**src/rtl/pipe_sequencer.sv**
```systemverilog
// ---------------------------------------------------------------------------
// pipe_sequencer
//   Run/stall/flush/halt controller for a 5-stage MIPS pipeline.
//   It sequences IDLE -> RUN -> HALT and produces the stage enables.
//   In RUN it detects load-use hazards between ID and EX, redirects the PC
//   on taken branches, counts retirements and stall cycles, and watches for a
//   hung pipeline.
//
// Ports
//   clk, rst            clock; synchronous active-high reset
//   start               leave IDLE and begin execution
//   id_rs, id_rt        source register fields of the instruction in ID
//   id_uses_rt          ID instruction reads rt
//   ex_valid            EX holds a real instruction
//   ex_mem_read         EX instruction is a load
//   ex_rt               destination register of the load in EX
//   mem_branch_taken    branch resolved taken in MEM this cycle
//   wb_valid            one instruction retires this cycle
//   pc_write            PC load enable
//   if_id_write         IF/ID load enable
//   id_ex_bubble        insert a NOP into ID/EX
//   flush               squash IF/ID, ID/EX and EX/MEM
//   pcsrc               select the branch target into the PC
//   running             sequencer is in RUN
//   done                sticky: halted after INSTR_COUNT retirements
//   error               sticky: halted by the watchdog
//   retired_count       retirements since start (saturating)
//   stall_count         load-use stall cycles since start (saturating)
// ---------------------------------------------------------------------------
module pipe_sequencer #(
  parameter int INSTR_COUNT = 15,
  parameter int WDOG_CYCLES = 64,
  parameter int CNT_W       = 16
) (
  input  logic             clk,
  input  logic             rst,
  input  logic             start,
  input  logic [4:0]       id_rs,
  input  logic [4:0]       id_rt,
  input  logic             id_uses_rt,
  input  logic             ex_valid,
  input  logic             ex_mem_read,
  input  logic [4:0]       ex_rt,
  input  logic             mem_branch_taken,
  input  logic             wb_valid,
  output logic             pc_write,
  output logic             if_id_write,
  output logic             id_ex_bubble,
  output logic             flush,
  output logic             pcsrc,
  output logic             running,
  output logic             done,
  output logic             error,
  output logic [CNT_W-1:0] retired_count,
  output logic [CNT_W-1:0] stall_count
);

  localparam int WD_W = $clog2(WDOG_CYCLES) + 1;
  localparam logic [WD_W-1:0]  WD_LAST = WD_W'(WDOG_CYCLES - 1);
  localparam logic [CNT_W:0]   LIMIT   = (CNT_W + 1)'(INSTR_COUNT);
  localparam logic [CNT_W-1:0] CNT_MAX = '1;

  typedef enum logic [1:0] {
    IDLE = 2'd0,
    RUN  = 2'd1,
    HALT = 2'd2
  } state_t;

  state_t          state;
  logic            halt_first;   // high during the first HALT cycle only
  logic [WD_W-1:0] watchdog;

  logic hz;
  logic retire_last;
  logic wdog_expire;

  // Hazard and halt conditions are evaluated every cycle; only RUN uses them.
  always_comb begin
    hz = ex_valid && ex_mem_read && (ex_rt != 5'd0) &&
         ((ex_rt == id_rs) || (id_uses_rt && (ex_rt == id_rt)));
    retire_last = wb_valid && (({1'b0, retired_count} + 1'b1) == LIMIT);
    wdog_expire = !wb_valid && (watchdog == WD_LAST);
  end

  // Stage controls are combinational so a hazard stalls in the same cycle.
  // NOTE: every output gets a default first so no path through the case
  // leaves one unassigned (which would infer a latch).
  always_comb begin
    pc_write     = 1'b0;
    if_id_write  = 1'b0;
    id_ex_bubble = 1'b0;
    flush        = 1'b0;
    pcsrc        = 1'b0;
    unique case (state)
      RUN: begin
        if (mem_branch_taken) begin
          // The taken branch squashes the dependent instruction anyway, so
          // it overrides the load-use stall.
          pcsrc       = 1'b1;
          flush       = 1'b1;
          pc_write    = 1'b1;
          if_id_write = 1'b1;
        end else if (hz) begin
          id_ex_bubble = 1'b1;
        end else begin
          pc_write    = 1'b1;
          if_id_write = 1'b1;
        end
      end
      HALT:    flush = halt_first;
      default: ;
    endcase
  end

  assign running = (state == RUN);

  // NOTE: sequential state uses non-blocking assignments so every register
  // samples the pre-edge values, independent of statement order.
  always_ff @(posedge clk) begin
    if (rst) begin
      state         <= IDLE;
      halt_first    <= 1'b0;
      watchdog      <= '0;
      retired_count <= '0;
      stall_count   <= '0;
      done          <= 1'b0;
      error         <= 1'b0;
    end else begin
      unique case (state)
        IDLE: begin
          if (start) begin
            retired_count <= '0;
            stall_count   <= '0;
            watchdog      <= '0;
            if (INSTR_COUNT == 0) begin
              state      <= HALT;
              done       <= 1'b1;
              halt_first <= 1'b1;
            end else begin
              state <= RUN;
            end
          end
        end

        RUN: begin
          if (wb_valid) begin
            watchdog <= '0;
            if (retired_count != CNT_MAX) retired_count <= retired_count + 1'b1;
          end else begin
            watchdog <= watchdog + 1'b1;
          end

          if (hz && !mem_branch_taken && (stall_count != CNT_MAX))
            stall_count <= stall_count + 1'b1;

          // Retirement limit is checked first so it wins over the watchdog.
          if (retire_last) begin
            state      <= HALT;
            done       <= 1'b1;
            halt_first <= 1'b1;
          end else if (wdog_expire) begin
            state      <= HALT;
            error      <= 1'b1;
            halt_first <= 1'b1;
          end
        end

        HALT: halt_first <= 1'b0;

        default: state <= IDLE;
      endcase
    end
  end

endmodule

```
**config.mk**
```make
export PLATFORM = sky130hd
export DESIGN_NAME = pipe_sequencer
export DESIGN_NICKNAME = d
export VERILOG_FILES = /design/src/rtl/pipe_sequencer.sv
export SDC_FILE = /design/constraint.sdc
export NUM_CORES = 1
export LEC_CHECK = 0
export CORE_ASPECT_RATIO = 0.6
export CORE_UTILIZATION = 45
export CTS_CLUSTER_SIZE = 25
export DETAILED_ROUTE_END_ITERATION = 8
export GPL_TIMING_DRIVEN = 0
export PLACE_DENSITY = 0.74
export SYNTH_ARGS = -nofsm -noshare
export SYNTH_HDL_FRONTEND = slang
export SYNTH_SLANG_ARGS = --single-unit
```
**constraint.sdc**
```tcl
create_clock -name clk -period 2.78 [get_ports clk]
set_clock_uncertainty 0.1 [all_clocks]
set_input_delay 0.278 -clock clk [delete_from_list [all_inputs] [get_ports clk]]
set_output_delay 0.278 -clock clk [all_outputs]
set_load 0.01 [all_outputs]
```
# [Word-level counts from Yosys, hierarchy flattened]
# Cells that the tools add are included.
[op_classes] n_reduce_logical=22 n_bitwise=2 muxes=25 addsub=4 eq_ne=13
[ops] cell="$mux 16" n=4
[ops] cell="$pmux 16 s2" n=2
[ops] cell="$add 16x1->16 const B" n=2
[ops] cell="$ne 16x16->1 const B" n=2
[ops] cell="$add 16x1->17 const B" n=1
[ops] cell="$eq 17x4->1 const B" n=1
[ops] cell="$mux 7" n=2
[ops] cell="$pmux 7 s2" n=1
[ops] cell="$eq 5x5->1" n=2
[ops] cell="$mux 1" n=10
[ops] cell="$reduce_and 3->1" n=3
[ops] cell="$logic_and 1x1->1" n=8
[ops] cell="$add 7x1->7 const B" n=1
[ops] cell="$eq 7x6->1 const B" n=1
[ops] cell="$mux 2" n=3
[ops] cell="$pmux 2 s3" n=1
[ops] cell="$reduce_and 2->1" n=3
[ops] cell="$reduce_bool 5->1" n=1
[ops] cell="$ne 2x1->1 const B" n=2
[ops] cell="$ne 2x2->1 const B" n=2
[ops] cell="$pmux 1 s2" n=2
[ops] cell="$reduce_and 4->1" n=1
[ops] cell="$reduce_bool 2->1" n=2
[ops] cell="$ne 3x1->1 const B" n=1
[ops] cell="6 further kinds" n=8
[word_totals] out_inout_bits=40 regBits=44

# [Logic depth before layout (Yosys ltp)]
[depth] word_depth=8 depth_mapped=11

# [Worst setup path after synthesis]
# No wires, ideal clock.
[synth_path] kind="flip-flop to flip-flop" start="register state[1]" end="register stall_count[9]" t_arrival_ns=2.241 path_stages_with_launch=11 setup_slack_ns=0.379 setup_ns=0.059 synth_period_minus_slack_ns=2.401 cell_sequence="dfxtp_1 inv_1 ha_1 buf_4 inv_2 o21a_1 a31o_1 buf_6 or4_4 or4_1 nand2_1"
[synth_between] elab_chain_len=3
[synth_lines] item="start: declaration" line_no="69" rtl="state_t state;"
[synth_lines] item="start signal: assignment" line_no="121" rtl="state <= IDLE;"
[synth_lines] item="start signal: assignment" line_no="136" rtl="state <= HALT;"
[synth_lines] item="start signal: assignment" line_no="140" rtl="state <= RUN;"
[synth_lines] item="$eq 2x1->1 *"
[synth_lines] item="net running" line_no="51" rtl="output logic running,"
[synth_lines] item="$ne 2x1->1 (no line) or $reduce_bool 2->1 (tied branches)"
[synth_lines] item="$reduce_and 3->1 (no line)"
[synth_lines] item="end signal: assignment" line_no="154" rtl="stall_count <= stall_count + 1'b1;"
[synth_lines] item="end: declaration" line_no="55" rtl="output logic [CNT_W-1:0] stall_count"
# The timed path passes the listed nets; every way through them passes the cells marked *.
# A chain may end at the register's enable or synchronous reset.

# [Worst setup path after layout]
[layout_path] start="register retired_count[0]" end="register retired_count[2]"
[layout_between] elab_chain_len=4
[layout_lines] item="start: declaration" line_no="54" rtl="output logic [CNT_W-1:0] retired_count,"
[layout_lines] item="start signal: assignment" line_no="148" rtl="if (retired_count != CNT_MAX) retired_count <= retired_count + 1'b1;"
[layout_lines] item="$add 16x1->16" line_no="148"
[layout_lines] item="$mux 16" line_no="148"
[layout_lines] item="$mux 16" line_no="146" rtl="if (wb_valid) begin"
[layout_lines] item="$pmux 16 s2" line_no="129" rtl="unique case (state)"
# Parallel ways exist; a longest one is shown, timed or not. The select of a mux whose other input is x is not followed.

==> flow_summary.toml <==
[status]
status = "finished, final reports clean"

[synth]
yosysMostFrequentCell = "dfxtp_1"
synth_cells = 369
synth_nets = 399
yosysSeqAreaShare_pct = 30.8
synth.area.top_cells = "dfxtp_1, a21oi_1, o21ai_0"
synth.largest_area_cell = "dfxtp_1"
ys.warnings.count = 0
synth-seq-cells = 44
netlist_area_um2 = 2860
synth.distinct_cells = 62
postSynthAreaPerCell_um2 = 7.76
synth.top_cells.by_count = "dfxtp_1, a21oi_1, nand2_1"
synthFlopType = "dfxtp_1"
async_flop_share_pct = 0
synth_top_area_share_pct = 30.8
synth_edf_count = 0

[pwr]
vdd_drop_max_uv = 257
p_leak_nw = 1.23
power_mw = 2.20
power.density_nw_per_um2 = 588

[grt]
grtUsageTotal_pct = 25.7
antenna_found_initial = 0
overflow = 0
grt_pass1_wl_um = 13800
grt_max_degree = 16
grt_pass1_vias = 2724

[placement]
port_buffers = 61
dpl.hpwl_um = 6220
gp_congestion = 0.935
placed_cell_area_um2 = 3580

[layout]
area_growth_syn_to_layout_pct = 30.6
multi_input_area_um2 = 1850
fillCellCount = 557
layout.nets = 469
regArea_um2 = 883
final_cell_area_um2 = 3740
antenna_cells = 0
final_core_util_pct = 60.9
drive_gt1_share_pct = 10.0

[die]
die_w_um = 105
placementRows = 22
ios = 63
start_util_pct = 46.7
die-area_um2 = 6700
die_h_um = 63.8
fp.coreArea_um2 = 6140

[sta]
period_minus_slack_ns = 2.59
hold_violations = 0
setup_viol = 0
maxSlewViolCount = 0
worst_pin_slew_ns = 0.697
max-slew-margin-rel_pct = 53.1
rsz0062_at_grt = "false"
fmax_mhz = 386
holdWs_ns = 0.316
timing.final.crit_share_pct = 93.2

[drt]
ant_nets = 0
via_per_inst = 6.04
drtIter0Drc = 334
wl_per_cell_um = 16.2
routed_wl_um = 8510
vias = 3164
dr.pass1.iters = 5
drc_errors = 0

[critical_path]
cp.required_ns = 2.85
arrival_ns = 2.66
crit_path_start_kind = "flop"
critical_path_class = "flop to flop"
cp-end-kind = "flop"
cp_max_fo = 10

[job]
drv_cap = 0

[clocking]
clk_pin_slew_ns = 0.09
tritoncts = "yes"
cts_max_path_buffers = 2
cts-root-buf = "clkbuf_8"
htree_levels = 2
cts_sinks = 44
clk_latency_ns = 0.30
numCtsBuffers = 5

[worst_hold_path]
hold_class = "input port to flop"
[flip-flops by register name (all words and copies together), names as in the netlist]
register and cells:
stall_count 16, done 1, watchdog 7, halt_first 1
state 2, retired_count 16, error 1
[worst max-delay path, stage by stage (launching register included)]
cell      delay [ns]
dfxtp_2         0.45
ha_2            0.31
and3_1          0.29
nand3_1         0.28
o21a_1          0.26
clkbuf_1        0.24
a31o_2          0.32
a22oi_1         0.15
nor2_1          0.06
[area by class of cell]
cell class	count	area share [%]
plain buffers	25	3.41
clock buffers	5	1.84
clock inverters	3	1.24
inverters	6	0.602
multi-input cells	293	49.4
flip-flops and latches	44	23.6
well taps	84	2.81
repair buffers	64	17.1
[per-stage QoR]
stage / std cells / setup slack (ns) / setup TNS [ns]
after floorplan: 369 / 0.379 / 0
after global placement: 514 / -0.401 / -0.725
after detailed placement: 514 / -0.431 / -0.786
after CTS: 524 / 0.0416 / 0
after global routing: 524 / 0.0821 / 0
final: 524 / 0.190 / 0
[routing by layer]
metal / vias to the layer above / routed length (um) / global-route usage (%) / share of wire, %
li1: 1531 / - / - / -
met1: 1457 / 4210 / 39.2 / 49
met2: 164 / 3270 / 35.6 / 38
met3: 12 / 935 / 6.53 / 11
met4: 0 / 93 / 5.81 / 1.1
met5: - / 0 / 0 / 0
[what timing repair did]
item | CTS | global route
buffers inserted | 2 | 1
setup endpoints to repair | 2 | 22
hold buffers | 0 | 0
pin swaps | 1 | 2
resized for setup | 5 | 10
[placed cells by master (no fill, tap or decap), types with 7 or more instances in the layout]
cell type / instances
a21oi_1: 31
nand3_1: 20
buf_2: 7
nor2_1: 23
o21ai_0: 28
nand4_1: 18
nor4_1: 7
or3_1: 10
clkbuf_1: 8
nor3_1: 7
dfxtp_1: 42
clkdlybuf4s50_1: 59
xnor2_1: 13
nand3b_1: 7
nand2_1: 30
[path summary, 6_finish.rpt]
check	from	endpoint	slack, ns	cells after the start
setup / recovery	retired_count[0]	retired_count[2]	0.19	8
hold / removal	rst	retired_count[0]	0.32	2
setup reg to reg	retired_count[0]	retired_count[2]	0.19	8
hold reg to reg	watchdog[1]	watchdog[1]	0.39	2
[cell families (layout without fill, tap and decap cells)]
family,after synthesis,after routing,share of synthesized area [%]
and+or+nand+nor,154,154,29.9
xor gates and xnor gates,17,17,5.20
adders and majority gates,7,7,3.06
DFF,44,44,30.8
AOI/OAI and AO/OA,109,109,23.8
muxes,6,6,2.10
buffers and inverters,32,103,5.20
[report_power, final]
group	internal, mW	switching, mW	total (mW)	leakage, nW
logic	0.352	0.616	0.968	0.819
registers	0.670	0.0415	0.711	0.356
clock network	0.271	0.248	0.520	0.0548
No activity file was read; power rests on OpenSTA's default activity.
